<file path="config.mk">
export PLATFORM = sky130hd
export DESIGN_NAME = pim_cmd_issuer_flat
export DESIGN_NICKNAME = d
export VERILOG_FILES = /design/src/rtl/pim_cmd_issuer_if.sv /design/src/rtl/pim_cmd_issuer.sv /design/src/flat_wrapper.sv
export SDC_FILE = /design/constraint.sdc
export NUM_CORES = 1
export LEC_CHECK = 0
export BUFFER_PORTS_ARGS = -buffer_cell sky130_fd_sc_hd__buf_2
export CAP_MARGIN = 15
export CORE_ASPECT_RATIO = 0.75
export CORE_MARGIN = 5
export CORE_UTILIZATION = 58
export DETAILED_ROUTE_END_ITERATION = 7
export PLACE_DENSITY = 0.8
export SLEW_MARGIN = 10
export SYNTH_ARGS = -nofsm -noshare
export SYNTH_HDL_FRONTEND = slang
export SYNTH_SLANG_ARGS = --single-unit
</file>
<file path="constraint.sdc">
create_clock -name clk_i -period 3.3 [get_ports clk_i]
set_input_delay 0.165 -clock clk_i [delete_from_list [all_inputs] [get_ports clk_i]]
set_output_delay 0.165 -clock clk_i [all_outputs]
set_load 0.05 [all_outputs]
</file>
<file path="src/rtl/pim_cmd_issuer_if.sv">
// Command/response queue and PIM peripheral bus signals for pim_cmd_issuer.
// The slave modport is the issuer's view; master is the core/peripheral side.
interface pim_cmd_issuer_if;
    logic        cmd_valid_i;
    logic        cmd_ready_o;
    logic [31:0] cmd_addr_i;
    logic [31:0] cmd_data_i;
    logic        cmd_rd_i;
    logic        cmd_poll_i;
    logic        rsp_valid_o;
    logic        rsp_ready_i;
    logic [31:0] rsp_data_o;
    logic        rsp_err_o;
    logic [31:0] address_o;
    logic [31:0] data_o;
    logic [31:0] data_i;
    logic        busy_o;

    modport slave (
        input  cmd_valid_i, cmd_addr_i, cmd_data_i, cmd_rd_i, cmd_poll_i,
        input  rsp_ready_i, data_i,
        output cmd_ready_o, rsp_valid_o, rsp_data_o, rsp_err_o,
        output address_o, data_o, busy_o
    );

    modport master (
        output cmd_valid_i, cmd_addr_i, cmd_data_i, cmd_rd_i, cmd_poll_i,
        output rsp_ready_i, data_i,
        input  cmd_ready_o, rsp_valid_o, rsp_data_o, rsp_err_o,
        input  address_o, data_o, busy_o
    );
endinterface

</file>
<file path="src/rtl/pim_cmd_issuer.sv">
// Bus-side master for the PIM peripheral: queues core commands, issues them on the
// address/data bus with idle spacing, captures read data and optionally polls status.
module pim_cmd_issuer #(
    parameter int unsigned FIFO_DEPTH  = 4,
    parameter int unsigned READ_LAT    = 2,
    parameter logic [31:0] STATUS_ADDR = 32'h0000_0F00,
    parameter int unsigned POLL_GAP    = 4,
    parameter int unsigned MAX_POLLS   = 255
) (
    input logic             clk_i,
    input logic             rst_ni,
    pim_cmd_issuer_if.slave bus
);

    localparam int unsigned PtrW   = $clog2(FIFO_DEPTH);
    localparam int unsigned LatMax = (READ_LAT > POLL_GAP) ? READ_LAT : POLL_GAP;
    localparam int unsigned CntW   = $clog2(LatMax + 1);
    localparam int unsigned PollW  = $clog2(MAX_POLLS + 1);
    localparam logic [PtrW:0] FullCount = (PtrW + 1)'(FIFO_DEPTH);

    typedef struct packed {
        logic [31:0] addr;
        logic [31:0] data;
        logic        rd;
        logic        poll;
    } cmd_t;

    typedef enum logic [2:0] {
        StIdle,
        StIssue,
        StWaitRd,
        StRsp,
        StGap,
        StPollIssue,
        StPollWait
    } state_e;

    cmd_t            r_mem [FIFO_DEPTH];
    logic [PtrW-1:0] r_wptr;
    logic [PtrW-1:0] r_rptr;
    logic [PtrW:0]   r_count;
    logic            r_rdy_en;

    state_e          r_state;
    cmd_t            r_cmd;
    logic [CntW-1:0] r_cnt;
    logic [PollW-1:0] r_polls;
    logic [31:0]     r_addr;
    logic [31:0]     r_data;
    logic            r_rsp_valid;
    logic [31:0]     r_rsp_data;
    logic            r_rsp_err;

    logic            w_full;
    logic            w_empty;
    logic            w_ready;
    logic            w_push;
    logic            w_pop;
    cmd_t            w_push_cmd;

    assign w_full     = (r_count == FullCount);
    assign w_empty    = (r_count == '0);
    // Ready stays low until the first clock after reset release.
    assign w_ready    = r_rdy_en & ~w_full;
    assign w_push     = bus.cmd_valid_i & w_ready;
    assign w_pop      = (r_state == StIdle) & ~w_empty;
    assign w_push_cmd = '{addr: bus.cmd_addr_i, data: bus.cmd_data_i,
                          rd: bus.cmd_rd_i, poll: bus.cmd_poll_i};

    always_ff @(posedge clk_i or negedge rst_ni) begin
        if (!rst_ni) begin
            r_wptr   <= '0;
            r_rptr   <= '0;
            r_count  <= '0;
            r_rdy_en <= 1'b0;
        end else begin
            r_rdy_en <= 1'b1;
            if (w_push) r_wptr <= r_wptr + 1'b1;
            if (w_pop)  r_rptr <= r_rptr + 1'b1;
            if (w_push && !w_pop) begin
                r_count <= r_count + 1'b1;
            end else if (!w_push && w_pop) begin
                r_count <= r_count - 1'b1;
            end
        end
    end

    always_ff @(posedge clk_i) begin
        if (w_push) r_mem[r_wptr] <= w_push_cmd;
    end

    // Bus outputs default to idle; only the ISSUE/POLL_ISSUE states drive them.
    always_ff @(posedge clk_i or negedge rst_ni) begin
        if (!rst_ni) begin
            r_state     <= StIdle;
            r_cmd       <= '0;
            r_cnt       <= '0;
            r_polls     <= '0;
            r_addr      <= '0;
            r_data      <= '0;
            r_rsp_valid <= 1'b0;
            r_rsp_data  <= '0;
            r_rsp_err   <= 1'b0;
        end else begin
            r_addr <= '0;
            r_data <= '0;
            unique case (r_state)
                StIdle: begin
                    if (!w_empty) begin
                        r_cmd   <= r_mem[r_rptr];
                        r_state <= StIssue;
                    end
                end
                StIssue: begin
                    r_addr <= r_cmd.addr;
                    r_data <= r_cmd.data;
                    if (r_cmd.rd) begin
                        r_cnt   <= CntW'(READ_LAT);
                        r_state <= StWaitRd;
                    end else if (r_cmd.poll) begin
                        r_cnt   <= CntW'(POLL_GAP);
                        r_polls <= '0;
                        r_state <= StGap;
                    end else begin
                        r_state <= StIdle;
                    end
                end
                StWaitRd: begin
                    if (r_cnt == CntW'(1)) begin
                        r_rsp_data  <= bus.data_i;
                        r_rsp_err   <= 1'b0;
                        r_rsp_valid <= 1'b1;
                        r_state     <= StRsp;
                    end else begin
                        r_cnt <= r_cnt - 1'b1;
                    end
                end
                StRsp: begin
                    if (bus.rsp_ready_i) begin
                        r_rsp_valid <= 1'b0;
                        r_state     <= StIdle;
                    end
                end
                StGap: begin
                    if (r_cnt == CntW'(1)) begin
                        r_state <= StPollIssue;
                    end else begin
                        r_cnt <= r_cnt - 1'b1;
                    end
                end
                StPollIssue: begin
                    r_addr  <= STATUS_ADDR;
                    r_data  <= '0;
                    r_polls <= r_polls + 1'b1;
                    r_cnt   <= CntW'(READ_LAT);
                    r_state <= StPollWait;
                end
                StPollWait: begin
                    if (r_cnt != CntW'(1)) begin
                        r_cnt <= r_cnt - 1'b1;
                    end else if (!bus.data_i[0]) begin
                        r_rsp_data  <= bus.data_i;
                        r_rsp_err   <= 1'b0;
                        r_rsp_valid <= 1'b1;
                        r_state     <= StRsp;
                    end else if (r_polls < PollW'(MAX_POLLS)) begin
                        r_cnt   <= CntW'(POLL_GAP);
                        r_state <= StGap;
                    end else begin
                        r_rsp_data  <= bus.data_i;
                        r_rsp_err   <= 1'b1;
                        r_rsp_valid <= 1'b1;
                        r_state     <= StRsp;
                    end
                end
                default: r_state <= StIdle;
            endcase
        end
    end

    assign bus.cmd_ready_o = w_ready;
    assign bus.rsp_valid_o = r_rsp_valid;
    assign bus.rsp_data_o  = r_rsp_data;
    assign bus.rsp_err_o   = r_rsp_err;
    assign bus.address_o   = r_addr;
    assign bus.data_o      = r_data;
    assign bus.busy_o      = (r_state != StIdle) | ~w_empty;

endmodule

</file>
<file path="src/flat_wrapper.sv">
// flat-port wrapper written by rule: the top's interface ports become plain ports
module pim_cmd_issuer_flat 
#(
    parameter int unsigned FIFO_DEPTH  = 4,
    parameter int unsigned READ_LAT    = 2,
    parameter logic [31:0] STATUS_ADDR = 32'h0000_0F00,
    parameter int unsigned POLL_GAP    = 4,
    parameter int unsigned MAX_POLLS   = 255
)
  (clk_i, rst_ni, bus_cmd_valid_i, bus_cmd_addr_i, bus_cmd_data_i, bus_cmd_rd_i, bus_cmd_poll_i, bus_rsp_ready_i, bus_data_i, bus_cmd_ready_o, bus_rsp_valid_o, bus_rsp_data_o, bus_rsp_err_o, bus_address_o, bus_data_o, bus_busy_o);
  pim_cmd_issuer_if bus_i ();
  input logic clk_i;
  input logic rst_ni;
  input wire logic [$bits(bus_i.cmd_valid_i)-1:0] bus_cmd_valid_i;
  input wire logic [$bits(bus_i.cmd_addr_i)-1:0] bus_cmd_addr_i;
  input wire logic [$bits(bus_i.cmd_data_i)-1:0] bus_cmd_data_i;
  input wire logic [$bits(bus_i.cmd_rd_i)-1:0] bus_cmd_rd_i;
  input wire logic [$bits(bus_i.cmd_poll_i)-1:0] bus_cmd_poll_i;
  input wire logic [$bits(bus_i.rsp_ready_i)-1:0] bus_rsp_ready_i;
  input wire logic [$bits(bus_i.data_i)-1:0] bus_data_i;
  output wire logic [$bits(bus_i.cmd_ready_o)-1:0] bus_cmd_ready_o;
  output wire logic [$bits(bus_i.rsp_valid_o)-1:0] bus_rsp_valid_o;
  output wire logic [$bits(bus_i.rsp_data_o)-1:0] bus_rsp_data_o;
  output wire logic [$bits(bus_i.rsp_err_o)-1:0] bus_rsp_err_o;
  output wire logic [$bits(bus_i.address_o)-1:0] bus_address_o;
  output wire logic [$bits(bus_i.data_o)-1:0] bus_data_o;
  output wire logic [$bits(bus_i.busy_o)-1:0] bus_busy_o;
  assign bus_i.cmd_valid_i = bus_cmd_valid_i;
  assign bus_i.cmd_addr_i = bus_cmd_addr_i;
  assign bus_i.cmd_data_i = bus_cmd_data_i;
  assign bus_i.cmd_rd_i = bus_cmd_rd_i;
  assign bus_i.cmd_poll_i = bus_cmd_poll_i;
  assign bus_i.rsp_ready_i = bus_rsp_ready_i;
  assign bus_i.data_i = bus_data_i;
  assign bus_cmd_ready_o = bus_i.cmd_ready_o;
  assign bus_rsp_valid_o = bus_i.rsp_valid_o;
  assign bus_rsp_data_o = bus_i.rsp_data_o;
  assign bus_rsp_err_o = bus_i.rsp_err_o;
  assign bus_address_o = bus_i.address_o;
  assign bus_data_o = bus_i.data_o;
  assign bus_busy_o = bus_i.busy_o;
  pim_cmd_issuer #(.FIFO_DEPTH(FIFO_DEPTH), .READ_LAT(READ_LAT), .STATUS_ADDR(STATUS_ADDR), .POLL_GAP(POLL_GAP), .MAX_POLLS(MAX_POLLS)) u_core (.clk_i(clk_i), .rst_ni(rst_ni), .bus(bus_i));
endmodule
</file>
==> flow_summary.yaml, run 1 <==
global_routing:
  grt_first_pass_wirelength_mm: 53.1
  grt_pass1_vias: 9290
  grt_max_degree: 94
  grt-ovfl-total: 0
  track_usage_pct: 21.4
  antenna_found_initial: 0
yosys:
  syn_inst: 850
  synthArstFlopShare_pct: 41.3
  ys_seq_area_share_pct: 75.2
  synth_warnings: 0
  synthFlopType: "edfxtp_1"
  postSynthAreaPerCell_um2: 19.7
  ys_top_cells_by_area: "edfxtp_1 47%, dfrtp_1 28%, mux4_2 8.9%"
  synth_top_cell_by_area: "edfxtp_1"
  yosysMostFrequentCell: "edfxtp_1"
  synth_top_area_share_pct: 47.4
  synth_nets: 961
  synth.distinct_cells: 46
  syn_area_um2: 16700
  synth_edf_count: 264
  yosys-top-cells-count: "264 x edfxtp_1, 186 x dfrtp_1, 76 x mux2_2, 66 x mux4_2, 65 x and3_1"
  ys_seq_elements: 450
floorplanning:
  die_w_um: 206
  num_rows: 53
  coreArea_um2: 28200
  dieArea_um2: 32400
  start_util_pct: 59.2
  io_pins: 202
  die_y_um: 157
final_layout:
  fin_nets: 1274
  multi_input_area_um2: 3890
  areaGrowthSynthToFinish_pct: 22.6
  diodes: 0
  n_fill_cell: 1693
  ff_latch_area_um2: 12600
  drive_gt1_share_pct: 38.0
sta:
  finalSetupViolations: 0
  layout_min_cycle_time_ps: 2400
  rsz0062_at_grt: "no"
  hold_viol_final: 0
  fin_hold_ws_ps: 162
  slew_headroom_pct: 32.4
  max_slew.worst_pin.slew_ps: 1010
  fin_ws_ps: 904
  finalMaxSlewViolations: 0
  fin_crit_sh_pct: 72.6
  fin_tns_setup_ps: 0
  clock_skew_ps: 11.9
  max_freq_ghz: 0.417
worst_setup_path:
  crit_required_ps: 3760
  worstSetupEndpointType: "register"
  critPathMaxFanout: 6
  arrival_ps: 2850
  r2r_start: "u_core.r_count[0]"
  critical_path_class: "reg2reg"
  start_kind: "register"
  r2r-end: "u_core.r_count[2]"
  ff2ff_path_depth: 9
  rrSetupSlack_ps: 900
routing:
  drt_pass1_iterations: 5
  wirelength_mm: 33.5
  drt-initial-drc-count: 572
  wl_per_cell_um: 21.2
  via_per_inst: 5.47
  vias: 8644
  drcViolationCount: 0
  drt.antenna.violating_nets: 0
placed_design:
  gp_congestion: 0.793
  place_ws_ps: 882
  dp_hpwl_mm: 19.1
  port_buffers: 201
power:
  power.switching_w: 0.00609
  leakage_nw: 8.45
  swShare_pct: 32.8
  p_per_area_nw_per_um2: 904
  p_clk_share_pct: 24.6
  p_seq_share_pct: 44.0
  p_comb_share_pct: 31.4
  p_int_w: 0.0124
  p_total_w: 0.0185
  ir_drop_uv: 540
job:
  max_cap_violations: 0
run_status:
  status: "finished clean"
clock_tree:
  hold_buffers: 100
  cts_tree: "done"
  postCtsSetupBuffers: 0
  cts_buffer_depth: 3
  clkLatencyLatePin_ps: 540
  post_cts_resized: 0
  clkSlewWorstSetupHoldPaths_ps: 60
  cts_made_buffers: 41
  cts_root_buf: "clkbuf_16"
  htreeDepth: 2
  cts_sinks: 450
worst_hold_path:
  hold_start: "bus_cmd_valid_i"
  hp-class: "in2reg"
  whs_path_depth: 3
  whs_endpoint: "u_core.r_wptr[0]"
-- per-stage QoR --
| step | cell area (µm²) | instances | utilization (%) |
|---|---|---|---|
| finish | 20500 | 1581 | 72.6 |
| global route | 20500 | 1581 | 72.6 |
| CTS | 20500 | 1581 | 72.6 |
| detailed placement | 18200 | 1405 | 64.4 |
| global placement | 18200 | 1405 | 64.4 |
| floorplan | 16700 | 850 | - |
-- cell families after synthesis --
| logic type | share of synthesized area, % |
|---|---|
| other | 0.0224 |
| xor gates and xnor gates | 0.628 |
| DFF | 75.2 |
| muxes | 16.4 |
| adders and majority gates | 0.718 |
| AOI/OAI and AO/OA | 1.21 |
| buffers and inverters | 1.74 |
| and+or+nand+nor | 4.03 |
-- per-layer routing --
metal / GRT usage, % / wire length, µm / vias to the layer above
met5: 0 / 0 / -
met4: 5.22 / 513 / 0
met3: 4.30 / 1810 / 45
met2: 35.0 / 16600 / 226
met1: 30.4 / 14600 / 4463
li1: - / - / 3910
-- placed cells by master (no fill, tap or decap), types with 13 or more instances in the layout --
cell type | Yosys | layout
clkbuf_1 | 22 | 13
mux4_2 | 66 | 66
dfrtp_1 | 186 | 184
edfxtp_1 | 264 | 264
and3_1 | 65 | 61
mux2_4 | 27 | 27
clkbuf_16 | 0 | 43
nor2_1 | 26 | 26
dlygate4sd3_1 | 0 | 100
buf_2 | 14 | 200
mux2_2 | 76 | 76
-- critical path: stages (launching register included) --
cell,delay (ps)
dfrtp_1,430
nor2_1,80
a21boi_1,390
and2_0,310
ha_1,230
inv_1,60
fa_1,380
xor2_1,160
nor2_1,120
xor2_1,170
-- power by group through the flow --
stage | clock network (W) | registers (W) | logic (W)
3_5_place_dp | 0 | 0.00824 | 0.00575
3_3_place_gp | 0 | 0.00818 | 0.00563
4_1_cts | 0.00465 | 0.00815 | 0.00588
5_1_grt | 0.00492 | 0.00832 | 0.00623
6_report | 0.00456 | 0.00815 | 0.00582
2_1_floorplan | 0 | 0.00912 | 0.00337
-- final cells by class --
type / instances / share of cell area [%]
clock inverter: 17 / 0.665
timing repair buffer: 317 / 10.8
inverter: 8 / 0.146
tap: 385 / 2.35
sequential: 450 / 61.4
clock buffer: 59 / 5.69
multi-input combinational: 345 / 19.0
-- flip-flops by register name, summed over array words and instances (netlist names) --
signal / cells
u_core.bus.rsp_err_o: 1
u_core.r_cnt: 3
u_core.r_state: 3
u_core.bus.address_o: 32
u_core.r_polls: 8
u_core.r_rptr: 2
u_core.bus.rsp_data_o: 32
u_core.r_mem: 264
u_core.bus.data_o: 32
u_core.bus.rsp_valid_o: 1
u_core.r_wptr: 2
u_core.r_cmd: 66
u_core.r_rdy_en: 1
u_core.r_count: 3
-- how the worst max path moves through the flow --
stage                                 start                  to  slack, ps  cells after the start
after floorplan           u_core.r_count[0]  u_core.r_mem[0][0]        480                      3
after global placement    u_core.r_state[2]   u_core.r_count[1]        990                      5
after detailed placement  u_core.r_count[0]   u_core.r_count[2]        880                      9
after CTS                 u_core.r_count[0]   u_core.r_count[2]        880                      9
after global routing      u_core.r_count[0]   u_core.r_count[2]        690                      9
final                     u_core.r_count[0]   u_core.r_count[2]        900                      9
Power figures use the tool's default switching activity.
==> inputs of run 2 (changes only) <==
- ABC_AREA: unset -> 1
- PLACE_DENSITY: 0.8 -> 0.79
- clock period: 3.3 -> 2.3 ns (I/O delays scaled with it)
==> run 2 against run 1 <==
  * Routed wire length is 16% higher
  * Hold slack worse by 5.8 ps
  * Worst setup slack worse by 730 ps
  * Largest cell class unchanged
  * Critical endpoint unchanged
  * Register-to-register slack worse by 730 ps
  * Global-route usage is 2.3 points higher
==> flow_summary.yaml, run 2 <==
worst_setup_path:
  critical_path_class: "reg2reg"
  r2r_start: "u_core.r_count[0]"
  crit_required_ps: 2710
  cpMostUsedCell: "inv_1"
  critPathMaxFanout: 6
  rrSetupSlack_ps: 170
  r2r-end: "u_core.r_count[2]"
  slowest_stage: "dfrtp_1"
  arrival_ps: 2540
  worstSetupEndpointType: "register"
  crit_family: "adder cells"
  worst-path-buf-inv: 3
  path_cells: "inv_2 -> a31oi_4 -> nand2_4 -> inv_1 -> ha_1 -> inv_1 -> fa_1 -> a21oi_1 -> o21ai_0 -> xor2_1"
  max_stage_delay_ps: 440
  start_kind: "register"
  ff2ff_path_depth: 10
placed_design:
  port_buffers: 201
  dp_hpwl_mm: 21.7
  place_ws_ps: 222
  gp_congestion: 0.868
power:
  p_seq_share_pct: 39.6
  leakage_nw: 8.76
  p_comb_share_pct: 34.7
  p_int_w: 0.0173
  power.switching_w: 0.0106
  p_per_area_nw_per_um2: 1340
  p_clk_share_pct: 25.7
  swShare_pct: 38.1
  ir_drop_uv: 742
sta:
  max_freq_ghz: 0.469
  finalSetupViolations: 0
  slew_headroom_pct: 59.4
  fin_ws_ps: 170
  fin_crit_sh_pct: 92.6
  hold_viol_final: 0
  max_slew.worst_pin.slew_ps: 608
  layout_min_cycle_time_ps: 2130
  clock_skew_ps: 27.3
  rsz0062_at_grt: "no"
  finalMaxSlewViolations: 0
clock_tree:
  htreeDepth: 2
  cts_buffer_depth: 3
  cts_sinks: 450
  cts_made_buffers: 42
  cts_tree: "done"
  postCtsSetupBuffers: 0
  clkSlewWorstSetupHoldPaths_ps: 60
  clkLatencyLatePin_ps: 560
  cts_root_buf: "clkbuf_16"
yosys:
  synth_top_area_share_pct: 46.9
  syn_inst: 1379
  synthFlopType: "edfxtp_1"
  synth_edf_count: 264
  ys_top_cells_by_area: "edfxtp_1 47%, dfrtp_1 28%, nor2_1 4.7%"
  ys_seq_area_share_pct: 74.4
  synth.distinct_cells: 35
  ys_seq_elements: 450
  synth_top_cell_by_area: "edfxtp_1"
  synth_nets: 1490
  postSynthAreaPerCell_um2: 12.3
  syn_area_um2: 16900
  synth_warnings: 0
  yosysMostFrequentCell: "edfxtp_1"
  yosys-top-cells-count: "264 x edfxtp_1, 214 x nor2_1, 186 x dfrtp_1, 174 x nand2_1, 152 x o21ai_0"
  synthArstFlopShare_pct: 41.3
global_routing:
  antenna_found_initial: 7
  grt_first_pass_wirelength_mm: 61.9
  grt_pass1_vias: 11660
  track_usage_pct: 23.7
  grt-ovfl-total: 0
  grt_max_degree: 134
floorplanning:
  coreArea_um2: 28900
  num_rows: 54
  die_y_um: 158
  io_pins: 202
  dieArea_um2: 32700
  start_util_pct: 58.5
  die_w_um: 207
final_layout:
  drive_gt1_share_pct: 18.5
  largest_reg_flops: 264
  layout_commonest_cell: "edfxtp_1"
  areaGrowthSynthToFinish_pct: 23.4
  fin_nets: 1787
  finish.utilization_pct: 72.2
  top_register: "u_core.r_mem"
  top_regs: "u_core.r_mem (264), u_core.r_cmd (66)"
  layout_common_cells: "264 x edfxtp_1, 210 x nor2_1, 200 x buf_2"
routing:
  wl_per_cell_um: 18.4
  drt.antenna.violating_nets: 0
  via_per_inst: 5.48
  drcViolationCount: 0
  drt_pass1_iterations: 7
  wirelength_mm: 38.8
  drt-initial-drc-count: 1154
  vias: 11544
worst_hold_path:
  hp-class: "in2async"
run_status:
  status: "finished clean"
job:
  max_cap_violations: 0
==> run 2: cell count changes in the layout (fill, tap and decap cells not counted), sizes merged, moves of 66 or more <==
| cell | change |
|---|---|
| nand2 | +166 |
| inv | +92 |
| nor2 | +193 |
| mux4 | -66 |
| mux2 | -103 |
| o21ai | +202 |
==> run 2: logic make-up (layout without fill, tap and decap cells) <==
family	after synthesis	in the layout	synth area share [%]
AO/OA/AOI/OAI	293	293	9.23
XOR/XNOR	6	6	0.311
adder cells (fa/ha/maj)	9	9	0.710
buffers and inverters	173	504	4.67
flip-flops	450	450	74.4
other	1	7	0.0222
AND/OR/NAND/NOR	447	447	10.7
==> run 2: per-layer routing <==
metal	global-route usage, %	share of wire [%]	up-vias
li1	-	-	5314
met1	32.3	43	5668
met2	39.0	48	477
met3	5.29	7.4	83
met4	7.36	2.4	2
met5	0	0.018	-
==> run 2: through the flow <==
step	power, W	setup TNS, ps	cells	hold slack [ps]	instance area, µm²
6_report	0.0279	0	2108	157	20900
4_1_cts	0.0279	0	2102	153	20900
2_1_floorplan	0.0180	-52240	1379	-181	17000
3_5_place_dp	0.0205	0	1923	166	18400
5_1_grt	0.0294	0	2108	210	20900
3_3_place_gp	0.0202	0	1923	167	18400
==> run 2: how the worst max path moves through the flow <==
stage	slack [ps]	from	end	depth (start not counted)
3_5_place_dp	220	u_core.r_count[0]	u_core.r_count[2]	10
6_report	170	u_core.r_count[0]	u_core.r_count[2]	10
3_3_place_gp	250	u_core.r_count[0]	u_core.r_count[2]	10
2_1_floorplan	-210	u_core.r_count[0]	u_core.r_mem[0][0]	4
5_1_grt	60	u_core.r_count[0]	u_core.r_count[2]	10
4_1_cts	190	u_core.r_count[0]	u_core.r_count[2]	10
==> run 2: what timing repair did <==
action                                 4_1_cts  5_1_grt
endpoints found under the hold margin      364        0
hold buffers                               101        0
resized for setup                            0        0
==> run 2: power groups by stage <==
stage          sequential, W  clock [W]  combinational (W)
3_5_place_dp          0.0111          0            0.00936
2_1_floorplan         0.0130          0            0.00504
5_1_grt               0.0112    0.00761             0.0106
3_3_place_gp          0.0111          0            0.00909
6_report              0.0110    0.00718            0.00966
4_1_cts               0.0110    0.00729            0.00964
==> run 2: area by class of cell <==
cell class / instances / area, µm²
fill: 1871 / 8050
clock buffer: 63 / 1220
sequential: 450 / 12600
inverter: 100 / 380
tap: 392 / 490
timing repair buffer: 326 / 2360
clock inverter: 15 / 225
multi-input combinational: 756 / 3590
antenna: 6 / 15.0
==> run 2: worst reg2reg max path, stage by stage, from the launching register on <==
cell and delay, ps:
dfrtp_1 440, inv_2 80, a31oi_4 220, nand2_4 140, inv_1 130, ha_1 150
inv_1 60, fa_1 380, a21oi_1 150, o21ai_0 110, xor2_1 150
==> inputs of run 3 (changes only) <==
- RECOVER_POWER: unset -> 25
==> run 3 against run 2 <==
  * Sequential power is essentially flat
  * Global-route usage did not move
  * Clock power is essentially flat
  * Die area stayed put
  * Via count is 0.40% lower
  * Total power barely moved
  * Worst setup slack worse by 2.4 ps
  * Critical path depth stayed put
  * Clock-buffer cell count is the same
  * Hold slack barely moved
  * Clock skew shrank 4.3 ps
  * Flip-flop and latch count unchanged
  * Critical path type unchanged
  * Critical endpoint unchanged
  * Largest power group unchanged
==> flow_summary.yaml, run 3 (synthesis gave the netlist of run 2 again) <==
worst_setup_path:
  critical_path_class: "reg2reg"
  start_kind: "register"
  crit_required_ps: 2710
  critPathMaxFanout: 6
  worstSetupEndpointType: "register"
  arrival_ps: 2540
final_layout:
  layout_commonest_cell: "edfxtp_1"
  top_register: "u_core.r_mem"
  areaGrowthSynthToFinish_pct: 22.9
  largest_reg_flops: 264
  post-route-cell-area_um2: 20800
  drive_gt1_share_pct: 14.8
  fin_nets: 1787
  top_regs: "u_core.r_mem (264), u_core.r_cmd (66)"
  layout_common_cells: "264 x edfxtp_1, 210 x nor2_1, 184 x dfrtp_1"
routing:
  wirelength_mm: 38.9
  drt_pass1_iterations: 5
  drcViolationCount: 0
  vias: 11498
  drt-initial-drc-count: 1099
  wl_per_cell_um: 18.5
  via_per_inst: 5.45
  drt.antenna.violating_nets: 0
global_routing:
  use_met2_pct: 39.0
  grt_max_degree: 134
  antenna_found_initial: 7
  grt-ovfl-total: 0
  use_met3_pct: 5.29
  grt_use_met1_pct: 32.3
  track_usage_pct: 23.7
  grt_first_pass_wirelength_mm: 61.9
  grt_busiest_layer: "met2"
  grt_pass1_vias: 11660
clock_tree:
  cts_buffer_depth: 3
  cts_root_buf: "clkbuf_16"
  cts_sinks: 450
  clkSlewWorstSetupHoldPaths_ps: 60
  htreeDepth: 2
  clkLatencyLatePin_ps: 550
  cts_made_buffers: 42
  cts_tree: "done"
  post_cts_resized: 0
sta:
  max_freq_ghz: 0.469
  rsz0062_at_grt: "no"
  fin_crit_sh_pct: 92.7
  finalMaxSlewViolations: 0
  clock_skew_ps: 22.9
  max_slew.worst_pin.slew_ps: 601
  slew_headroom_pct: 59.9
  hold_viol_final: 0
  finalSetupViolations: 0
  layout_min_cycle_time_ps: 2130
  fin_hold_ws_ps: 157
placed_design:
  gp_congestion: 0.868
  port_buffers: 201
  dpl_cell_area_um2: 18400
  dp_hpwl_mm: 21.7
floorplanning:
  start_util_pct: 58.5
  die_w_um: 207
  num_rows: 54
  io_pins: 202
  dieArea_um2: 32700
  coreArea_um2: 28900
  die_y_um: 158
worst_hold_path:
  hp-class: "in2async"
power:
  ir_drop_uv: 742
  leakage_nw: 8.58
  p_per_area_nw_per_um2: 1340
run_status:
  status: "finished clean"
job:
  max_cap_violations: 0
run 3: cell types whose count changed in the layout (fill, tap and decap cells not counted), sizes merged:
cell	delta
buf	-63
clkbuf	+63
run 3: routing by layer:
layer  wire (µm)  part of all wire, %
met2       18500                   48
met4         937                  2.4
met5           7                0.018
met3        2870                  7.4
met1       16600                   43
run 3: metrics by stage:
stage	utilization (%)	cells	total power (W)	setup WS, ps	setup TNS, ps
global route	71.9	2108	0.0294	64.3	0
detailed placement	63.6	1923	0.0205	222	0
CTS	72.1	2102	0.0279	189	0
global placement	63.6	1923	0.0202	250	0
finish	71.9	2108	0.0279	168	0
floorplan	-	1379	0.0180	-215	-52240
run 3: layout make-up:
| type | count | area (µm²) |
|---|---|---|
| Multi-Input combinational cell | 756 | 3590 |
| Sequential cell | 450 | 12600 |
| Fill cell | 1907 | 8130 |
| Tap cell | 392 | 490 |
| Timing Repair Buffer | 326 | 2280 |
| Clock inverter | 15 | 225 |
| Clock buffer | 63 | 1220 |
| Antenna cell | 6 | 15.0 |
| Inverter | 100 | 380 |
run 3: path summary, 6_finish.rpt:
path	start	end	slack, ps	cells after the start
worst max-delay path	u_core.r_count[0]	u_core.r_count[2]	170	10
worst min-delay path	rst_ni	u_core.bus.address_o[22]	160	2
worst max register to register	u_core.r_count[0]	u_core.r_count[2]	170	10
worst min register to register	u_core.bus.rsp_data_o[23]	u_core.bus.rsp_data_o[23]	470	2
max in group asynchronous	rst_ni	u_core.bus.rsp_data_o[19]	1420	3
min in group clk_i	bus_data_i[3]	u_core.bus.rsp_data_o[3]	360	4
run 3: repair_timing:
| action | 4_1_cts | 5_1_grt |
|---|---|---|
| hold buffers | 101 | 0 |
| setup endpoints to repair | 0 | 0 |
| buffers inserted | 0 | 0 |
| endpoints found under the hold margin | 364 | 0 |
run 3: report_power, final:
group          internal, W  switching, W
logic              0.00261       0.00705
registers           0.0104      0.000661
clock network      0.00426       0.00291
total               0.0172        0.0106
run 3: critical path, cell delays in order (launching register included):
cell and delay, ps:
dfrtp_1 440, inv_2 80, a31oi_4 220, nand2_4 140
inv_1 130, ha_1 150, inv_1 60, fa_1 390
a21oi_1 150, o21ai_0 110, xor2_1 150
